[config.mk]
export PLATFORM = sky130hd
export DESIGN_NAME = qs_fifo_rr_arb_flat
export DESIGN_NICKNAME = d
export VERILOG_FILES = /design/src/rtl/qs_fifo_rr_arb_if.sv /design/src/rtl/qs_fifo_rr_arb.sv /design/src/flat_wrapper.sv
export SDC_FILE = /design/constraint.sdc
export NUM_CORES = 1
export LEC_CHECK = 0
export BUFFER_PORTS_ARGS = -buffer_cell sky130_fd_sc_hd__buf_4
export CORE_AREA = 4 4 41 43
export DETAILED_ROUTE_END_ITERATION = 16
export DIE_AREA = 0 0 45 47
export GPL_TIMING_DRIVEN = 1
export PLACE_DENSITY = 0.73
export SLEW_MARGIN = 0
export SYNTH_ARGS = -nofsm -noshare
export SYNTH_HDL_FRONTEND = slang
export SYNTH_SLANG_ARGS = --single-unit
export TNS_END_PERCENT = 50
[constraint.sdc]
create_clock -name clk -period 3.4 [get_ports clk]
set_input_delay 0 -clock clk [delete_from_list [all_inputs] [get_ports clk]]
set_output_delay 0 -clock clk [all_outputs]
set_load 0.02 [all_outputs]
[src/rtl/qs_fifo_rr_arb_if.sv]
// qs_fifo_rr_arb_if: handshake bundle between N_REQ producers, the
// round-robin push arbiter and the downstream qs_fifo write port.
//   req_valid_i      producer -> arbiter, per-requester valid
//   req_data_i       producer -> arbiter, packed data, slot i at [i*DATA_W +: DATA_W]
//   req_ready_o      arbiter -> producer, per-requester accept
//   fifo_push_o      arbiter -> qs_fifo push_i
//   fifo_push_data_o arbiter -> qs_fifo push_data_i
//   fifo_full_i      qs_fifo full_o -> arbiter
//   grant_valid_o    arbiter status: a requester is selected
//   grant_id_o       arbiter status: selected requester index
// master = arbiter side, slave = producers/FIFO side.
interface qs_fifo_rr_arb_if #(
    parameter int DATA_W = 8,
    parameter int N_REQ  = 2
);
    localparam int ID_W = (N_REQ > 1) ? $clog2(N_REQ) : 1;

    logic [N_REQ-1:0]        req_valid_i;
    logic [N_REQ*DATA_W-1:0] req_data_i;
    logic [N_REQ-1:0]        req_ready_o;
    logic                    fifo_push_o;
    logic [DATA_W-1:0]       fifo_push_data_o;
    logic                    fifo_full_i;
    logic                    grant_valid_o;
    logic [ID_W-1:0]         grant_id_o;

    modport master (
        input  req_valid_i, req_data_i, fifo_full_i,
        output req_ready_o, fifo_push_o, fifo_push_data_o, grant_valid_o, grant_id_o
    );

    modport slave (
        output req_valid_i, req_data_i, fifo_full_i,
        input  req_ready_o, fifo_push_o, fifo_push_data_o, grant_valid_o, grant_id_o
    );
endinterface

[src/rtl/qs_fifo_rr_arb.sv]
// qs_fifo_rr_arb: round-robin push arbiter sharing one qs_fifo write port
// between N_REQ valid/ready producers. A grant may be held for up to
// MAX_BURST consecutive pushes so a producer's burst lands contiguously.
// The producer-to-FIFO path is purely combinational (zero latency).
// Ports:
//   clk    rising-edge clock
//   reset  synchronous, active-high; all outputs forced to 0 while high
//   bus    qs_fifo_rr_arb_if.master (requests, FIFO push, grant status)
module qs_fifo_rr_arb #(
    parameter int DATA_W    = 8,
    parameter int N_REQ     = 2,
    parameter int MAX_BURST = 2
) (
    input logic               clk,
    input logic               reset,
    qs_fifo_rr_arb_if.master  bus
);
    localparam int ID_W  = (N_REQ > 1) ? $clog2(N_REQ) : 1;
    localparam int CNT_W = $clog2(MAX_BURST + 1);

    logic             lock_q;
    logic [ID_W-1:0]  owner_q;
    logic [ID_W-1:0]  last_q;
    logic [CNT_W-1:0] cnt_q;

    logic             any_valid;
    logic             cont;
    logic             found;
    logic             fire;
    logic [ID_W-1:0]  gnt;
    logic [ID_W-1:0]  idx_id;
    logic [CNT_W-1:0] cnt_next;
    int unsigned      idx;

    // Grant selection: keep the locked owner while it stays valid, otherwise
    // scan upward from the requester after the last one served.
    always_comb begin
        gnt    = '0;
        found  = 1'b0;
        idx    = 0;
        idx_id = '0;
        cont   = lock_q && bus.req_valid_i[owner_q];
        if (cont) begin
            gnt = owner_q;
        end else begin
            for (int unsigned k = 1; k <= N_REQ; k++) begin
                idx    = (32'(last_q) + k) % N_REQ;
                idx_id = ID_W'(idx);
                if (!found && bus.req_valid_i[idx_id]) begin
                    gnt   = idx_id;
                    found = 1'b1;
                end
            end
        end
    end

    assign any_valid = |bus.req_valid_i;
    assign fire      = !reset && any_valid && !bus.fifo_full_i;
    assign cnt_next  = cont ? cnt_q + 1'b1 : CNT_W'(1);

    always_comb begin
        bus.grant_valid_o    = 1'b0;
        bus.grant_id_o       = '0;
        bus.fifo_push_o      = fire;
        bus.fifo_push_data_o = '0;
        bus.req_ready_o      = '0;
        if (!reset && any_valid) begin
            bus.grant_valid_o    = 1'b1;
            bus.grant_id_o       = gnt;
            bus.fifo_push_data_o = bus.req_data_i[gnt*DATA_W +: DATA_W];
        end
        if (fire) begin
            bus.req_ready_o = N_REQ'(1) << gnt;
        end
    end

    always_ff @(posedge clk) begin
        if (reset) begin
            lock_q  <= 1'b0;
            owner_q <= '0;
            cnt_q   <= '0;
            last_q  <= ID_W'(N_REQ - 1);
        end else if (fire) begin
            last_q <= gnt;
            if (cnt_next == CNT_W'(MAX_BURST)) begin
                // Burst complete: next scan starts after gnt.
                lock_q <= 1'b0;
                cnt_q  <= '0;
            end else begin
                lock_q  <= 1'b1;
                owner_q <= gnt;
                cnt_q   <= cnt_next;
            end
        end else if (lock_q && !bus.req_valid_i[owner_q]) begin
            // Owner went idle mid-burst: drop the partial burst.
            lock_q <= 1'b0;
            cnt_q  <= '0;
        end
    end
endmodule

[src/flat_wrapper.sv]
// flat-port wrapper written by rule: the top's interface ports become plain ports
module qs_fifo_rr_arb_flat 
#(
    parameter int DATA_W    = 8,
    parameter int N_REQ     = 2,
    parameter int MAX_BURST = 2
)
  (clk, reset, bus_req_valid_i, bus_req_data_i, bus_fifo_full_i, bus_req_ready_o, bus_fifo_push_o, bus_fifo_push_data_o, bus_grant_valid_o, bus_grant_id_o);
  qs_fifo_rr_arb_if #(.DATA_W(DATA_W), .N_REQ(N_REQ)) bus_i ();
  input logic clk;
  input logic reset;
  input wire logic [$bits(bus_i.req_valid_i)-1:0] bus_req_valid_i;
  input wire logic [$bits(bus_i.req_data_i)-1:0] bus_req_data_i;
  input wire logic [$bits(bus_i.fifo_full_i)-1:0] bus_fifo_full_i;
  output wire logic [$bits(bus_i.req_ready_o)-1:0] bus_req_ready_o;
  output wire logic [$bits(bus_i.fifo_push_o)-1:0] bus_fifo_push_o;
  output wire logic [$bits(bus_i.fifo_push_data_o)-1:0] bus_fifo_push_data_o;
  output wire logic [$bits(bus_i.grant_valid_o)-1:0] bus_grant_valid_o;
  output wire logic [$bits(bus_i.grant_id_o)-1:0] bus_grant_id_o;
  assign bus_i.req_valid_i = bus_req_valid_i;
  assign bus_i.req_data_i = bus_req_data_i;
  assign bus_i.fifo_full_i = bus_fifo_full_i;
  assign bus_req_ready_o = bus_i.req_ready_o;
  assign bus_fifo_push_o = bus_i.fifo_push_o;
  assign bus_fifo_push_data_o = bus_i.fifo_push_data_o;
  assign bus_grant_valid_o = bus_i.grant_valid_o;
  assign bus_grant_id_o = bus_i.grant_id_o;
  qs_fifo_rr_arb #(.DATA_W(DATA_W), .N_REQ(N_REQ), .MAX_BURST(MAX_BURST)) u_core (.clk(clk), .reset(reset), .bus(bus_i));
endmodule
==> flow_metrics.tcl, run 1 <==
set metrics [dict create \
    relSlewSlack_pct 73.3 \
    syn-num-nets 81 \
    nFillCells 136 \
    post-route-period-util_pct 50.1 \
    drtIter0Drc 13 \
    required_ns 3.40 \
    yosys_register_bits 5 \
    cp-start-kind "register" \
    grt_pass1_wl_mm 2.24 \
    powerDensity_mw_per_mm2 306 \
    htreeDepth 1 \
    cts_made_buffers 3 \
    final_hold_viol_count 0 \
    run_status "finished clean" \
    dieWidth_um 45 \
    portBuffers 33 \
    synth.top_cell.area_share_pct 23.0 \
    drt_pass1_iterations 4 \
    clockRootBuffer "clkbuf_4" \
    fmax_mhz 587 \
    antenna_found_initial 0 \
    synth.avg_cell_area_um2 7.26 \
    clock_path_buffers 2 \
    rsz0062_at_grt "no" \
    syn_area_um2 435 \
    clkPwrFrac_pct 30.3 \
    p_int_uw 151 \
    crit_start "u_core.lock_q$_SDFFE_PP0P_" \
    multiInputGateArea_um2 309 \
    hold_path_startpoint "bus_req_valid_i[1]" \
    crit_fanout 10 \
    timing.final.max_slew_violations 0 \
    seq_power_share_pct 29.3 \
    routed_wl_mm 1.34 \
    cts_tree "built" \
    vias 574 \
    netSwitchingFraction_pct 32.5 \
    layout.nets 119 \
    grt_max_degree 14 \
    grt_use_total_pct 14.2 \
    placed_area_um2 697 \
    syn_inst 60 \
    vdd_drop_max_mv 0.185 \
    leakage_uw 0.000348 \
    mostFrequentLayoutCells "buf_4, o21ai_0, a21oi_1" \
    synth_cell_type_count 22 \
    yosysWarnings 0 \
    synth.area.top_cells "dfxtp_1, o21ai_0, a21oi_1" \
    seqCellArea_um2 100 \
    start_util_pct 33.5 \
    ys_seq_area_share_pct 23.0 \
    power.net_switching_uw 73.0 \
    period_needed_ns 1.70 \
    die_h_um 47 \
    combPwrFrac_pct 40.4 \
    cp.arrival_ns 1.70 \
    setup_violations 0 \
    hp-class "primary input to register" \
    cts_sinks 5 \
    crit_type "register to output pin" \
    core_area_mm2 0.00130 \
    rows 13 \
    clk_pin_slew_worst_paths_ns 0.04 \
    fin_skew_ns 0.00229 \
    synth_top_area_cell "dfxtp_1" \
    vias_per_cell 5.13 \
    maxCapViolations 0 \
    setup_tns_ns 0 \
    drc_errors 0 \
    gp_congestion 0.807 \
    dp_hpwl_mm 1.06 \
    worst_slew_pin_slew_ns 0.400 \
    ant_nets 0 \
    syn2layout_area_growth_pct 68.4 \
    drive_above_1_share_pct 46.4 \
    die_area_mm2 0.00212 \
    overflow 0 \
    fin_area_um2 733 \
    endpoint_kind "output pin" \
    first_global_vias 498 \
    final_common_cell "buf_4" \
    insertion_delay_ns 0.24 \
    io_pins 34 \
    antenna_cells 0 \
    drt-wirelength-per-cell_um 11.9 \
    r2r_start "u_core.lock_q$_SDFFE_PP0P_" \
]
metrics by stage:
| stage | hold WS, ns | utilization (%) | total power [uW] | setup WS (ns) | std cells |
|---|---|---|---|---|---|
| 2_1_floorplan | 0.0728 | - | 116 | 2.07 | 60 |
| 3_3_place_gp | 0.205 | 53.6 | 156 | 2.02 | 107 |
| 3_5_place_dp | 0.202 | 53.6 | 157 | 1.97 | 107 |
| 4_1_cts | 0.138 | 56.3 | 228 | 1.70 | 112 |
| 5_1_grt | 0.160 | 56.3 | 241 | 1.56 | 112 |
| 6_report | 0.146 | 56.3 | 224 | 1.70 | 112 |
path summary, 6_finish.rpt:
path                                                endpoint  slack [ns]  depth (start not counted)
worst max register to register    u_core.last_q$_SDFFE_PP1P_        2.05                          4
worst min register to register  u_core.cnt_q[1]$_SDFFE_PP0P_        0.47                          1
worst min-delay path             u_core.owner_q$_SDFFE_PP0P_        0.15                          3
worst max-delay path                 bus_fifo_push_data_o[7]        1.70                          5
layout make-up:
type / instances / share of cell area [%]
clock buffer: 4 / 3.58
inverter: 5 / 2.90
tap: 15 / 2.56
timing repair buffer: 34 / 35.2
multi-input combinational: 49 / 42.2
sequential: 5 / 13.7
power groups by stage:
| stage | clock (uW) | sequential (uW) | combinational, uW |
|---|---|---|---|
| after CTS | 70.8 | 65.8 | 91.4 |
| after global placement | 0 | 66.4 | 89.4 |
| after detailed placement | 0 | 66.8 | 90.2 |
| final | 67.8 | 65.8 | 90.6 |
| after floorplan | 0 | 65.7 | 50.6 |
| after global routing | 75.2 | 66.4 | 99.7 |
worst max-delay path, stage by stage (launching register included):
cell     delay [ns]
dfxtp_1        0.39
and2b_2        0.25
o21ai_2        0.34
nand3_1        0.13
a21oi_1        0.19
buf_4          0.17
what timing repair did:
| item | CTS | global route |
|---|---|---|
| setup buffers | 0 | 0 |
| hold buffers | 1 | 0 |
| hold endpoints to repair | 1 | 0 |
| gates resized for setup | 0 | 0 |
state kept, by name (all words and copies together) (netlist names):
name / count
u_core.last_q: 1
u_core.lock_q: 1
u_core.owner_q: 1
u_core.cnt_q: 2
layer usage:
| layer | up-vias | part of all wire [%] | global-route usage (%) |
|---|---|---|---|
| met4 | 0 | 0 | 7.02 |
| met1 | 249 | 40 | 17.8 |
| met3 | 0 | 17 | 4.98 |
| li1 | 294 | - | - |
| met2 | 31 | 42 | 21.8 |
| met5 | - | 0 | 0 |
synthesized netlist by cell type:
cell type / n
inv_4: 1
mux2i_1: 2
mux2_2: 1
nand2_2: 1
nand3_1: 8
nand2b_1: 3
o21ai_2: 1
nand2b_4: 1
a211oi_1: 1
a21oi_1: 9
o2111a_1: 1
inv_1: 3
a2bb2oi_1: 1
dfxtp_1: 5
o21ai_0: 11
o21bai_4: 1
buf_2: 1
and2b_2: 2
o21a_1: 1
inv_2: 1
nand2_1: 2
nor2_1: 3
cells by family (layout without fill, tap and decap cells):
group | Yosys count | in the layout | share of synthesized area (%)
buf+inv | 6 | 43 | 6.03
mux | 3 | 3 | 7.18
flops | 5 | 5 | 23.0
simple gates | 20 | 20 | 26.4
compound gates | 26 | 26 | 37.4
Power figures use the tool's default switching activity.
==> inputs of run 2 (changes only) <==
--- a/config.mk
+++ b/config.mk
@@ -6,11 +6,11 @@
 export NUM_CORES = 1
 export LEC_CHECK = 0
 export BUFFER_PORTS_ARGS = -buffer_cell sky130_fd_sc_hd__buf_4
-export CORE_AREA = 4 4 41 43
+export CORE_MARGIN = 4
+export CORE_UTILIZATION = 33
 export DETAILED_ROUTE_END_ITERATION = 16
-export DIE_AREA = 0 0 45 47
 export GPL_TIMING_DRIVEN = 1
-export PLACE_DENSITY = 0.73
+export PLACE_DENSITY = 0.77
 export SLEW_MARGIN = 0
 export SYNTH_ARGS = -nofsm -noshare
 export SYNTH_HDL_FRONTEND = slang
==> constraint.sdc (replaced) <==
create_clock -name clk -period 1.4 [get_ports clk]
set_input_delay 0 -clock clk [delete_from_list [all_inputs] [get_ports clk]]
set_output_delay 0 -clock clk [all_outputs]
set_load 0.02 [all_outputs]
==> run 2 against run 1 <==
The run now ends with setup timing left. Die area fell by 7.1%. Sequential share of layout area shrank 1.3 points. Final cell count is 3.6% higher. Flip-flop and latch count is the same. Count of clock-buffer cells in the layout did not move. Critical path depth is the same. Critical path type unchanged. Worst hold slack better by 0.0091 ns. Final area up 13%. Power rose to 2.6 times the previous value. Utilization up 14 points. Register-to-register slack worse by 1.9 ns. Highest routed layer is now met4. Combinational power rose to 3.0 times the previous value.
==> flow_metrics.tcl, run 2 (synthesis gave the netlist of run 1 again) <==
set metrics [dict create \
    run_status "finished, violations left" \
    violations "setup timing" \
    setup_violations 10 \
    powerDensity_mw_per_mm2 714 \
    vdd_drop_max_mv 0.581 \
    grt_pass1_wl_mm 2.46 \
    fin_area_um2 830 \
    drc_errors 0 \
    required_ns 1.40 \
    worst_slew_pin_slew_ns 0.255 \
    grt_max_degree 14 \
    drt-wirelength-per-cell_um 12.6 \
    htreeDepth 1 \
    timing.final.max_slew_violations 0 \
    cp.arrival_ns 1.50 \
    gp_congestion 0.824 \
    cts_tree "built" \
    nFillCells 107 \
    hold_ws_ns 0.156 \
    rows 12 \
    leakage_uw 0.000381 \
    placed_area_um2 718 \
    start_util_pct 37.2 \
    die_area_mm2 0.00196 \
    post-route-period-util_pct 107 \
    ant_nets 0 \
    multiInputGateArea_um2 355 \
    fmax_mhz 665 \
    hp-class "primary input to register" \
    drt_pass1_iterations 4 \
    insertion_delay_ns 0.24 \
    dp.cells 109 \
    core_area_mm2 0.00117 \
    largest_register "u_core.cnt_q" \
    dp_slack_ns 0.0877 \
    drtIter0Drc 14 \
    clk_pin_slew_worst_paths_ns 0.04 \
    first_global_vias 556 \
    crit_type "register to output pin" \
    endpoint_kind "output pin" \
    period_needed_ns 1.50 \
    mostFrequentLayoutCells "buf_4, a21oi_2, o21ai_1" \
    cts_made_buffers 3 \
    final_hold_viol_count 0 \
    syn2layout_area_growth_pct 90.5 \
    antenna_found_initial 0 \
    antenna_cells 0 \
    fin_cells 116 \
    maxCapViolations 0 \
    seqCellArea_um2 103 \
    vias 607 \
    grt_use_total_pct 16.9 \
    clock_path_buffers 2 \
    vias_per_cell 5.23 \
    fin_skew_ns 0.00470 \
    cts_sinks 5 \
    largest_reg_flops 2 \
    io_pins 34 \
    dieWidth_um 44.3 \
    cp-start-kind "register" \
    post-route-util_pct 70.8 \
    relSlewSlack_pct 83.0 \
    overflow 0 \
    layout.nets 124 \
    drive_above_1_share_pct 62.7 \
    die_h_um 44.3 \
    portBuffers 33 \
    rsz0062_at_grt "yes" \
    dp_hpwl_mm 1.14 \
    clockRootBuffer "clkbuf_4" \
    crit_fanout 8 \
    routed_wl_mm 1.46 \
    layout_setup_ws_ns -0.104 \
    final_common_cell "buf_4" \
]
## run 2: cell types whose count changed in the layout (fill, tap and decap cells not counted), sizes merged
cell,previous run,this run
buf,33,38
## run 2: area by class of cell
| class | count | share of cell area [%] |
|---|---|---|
| multi-input cells | 49 | 42.8 |
| repair buffers | 39 | 37.0 |
| flip-flops and latches | 5 | 12.4 |
| clock buffers | 4 | 3.17 |
| inverters | 5 | 2.56 |
| well taps | 14 | 2.11 |
## run 2: critical path: stages, from the launching register on
cell and delay [ns]:
dfxtp_2 0.34, and2b_2 0.23, o21a_2 0.26, o21ai_1 0.19, a21oi_2 0.08, buf_4 0.15
## run 2: metal layers
metal / wire [um] / track usage, % / up-vias
met1: 569 / 18.1 / 272
met5: 0 / 0 / -
met3: 189 / 5.69 / 2
li1: - / - / 301
met4: 19 / 9.04 / 0
met2: 683 / 29.1 / 32
## run 2: report_power, final
group,leakage [uW],switching [uW],internal [uW],total [uW]
clock,0.0000150,55.8,108,163
sequential,0.0000418,6.74,153,160
combinational,0.000324,135,134,269
total,0.000381,198,395,592
## run 2: timing repair
action,CTS,global route
buffers inserted,2,0
pin swaps,3,0
resized for setup,16,9
hold endpoints to repair,1,0
hold buffers,1,0
setup endpoints to repair,10,12
## run 2: per-stage QoR
step	power, uW	TNS, ns
finish	592	-0.740
global route	633	-1.62
CTS	590	-0.791
detailed placement	394	0
global placement	390	0
floorplan	283	0
## run 2: worst paths after layout
path | slack [ns] | startpoint | cells past startpoint | to
setup / recovery | -0.10 | u_core.lock_q$_SDFFE_PP0P_ | 5 | bus_fifo_push_data_o[0]
hold / removal | 0.16 | bus_req_valid_i[1] | 3 | u_core.owner_q$_SDFFE_PP0P_
setup reg to reg | 0.15 | u_core.owner_q$_SDFFE_PP0P_ | 5 | u_core.cnt_q[0]$_SDFFE_PP0P_
hold reg to reg | 0.46 | u_core.cnt_q[1]$_SDFFE_PP0P_ | 1 | u_core.cnt_q[1]$_SDFFE_PP0P_
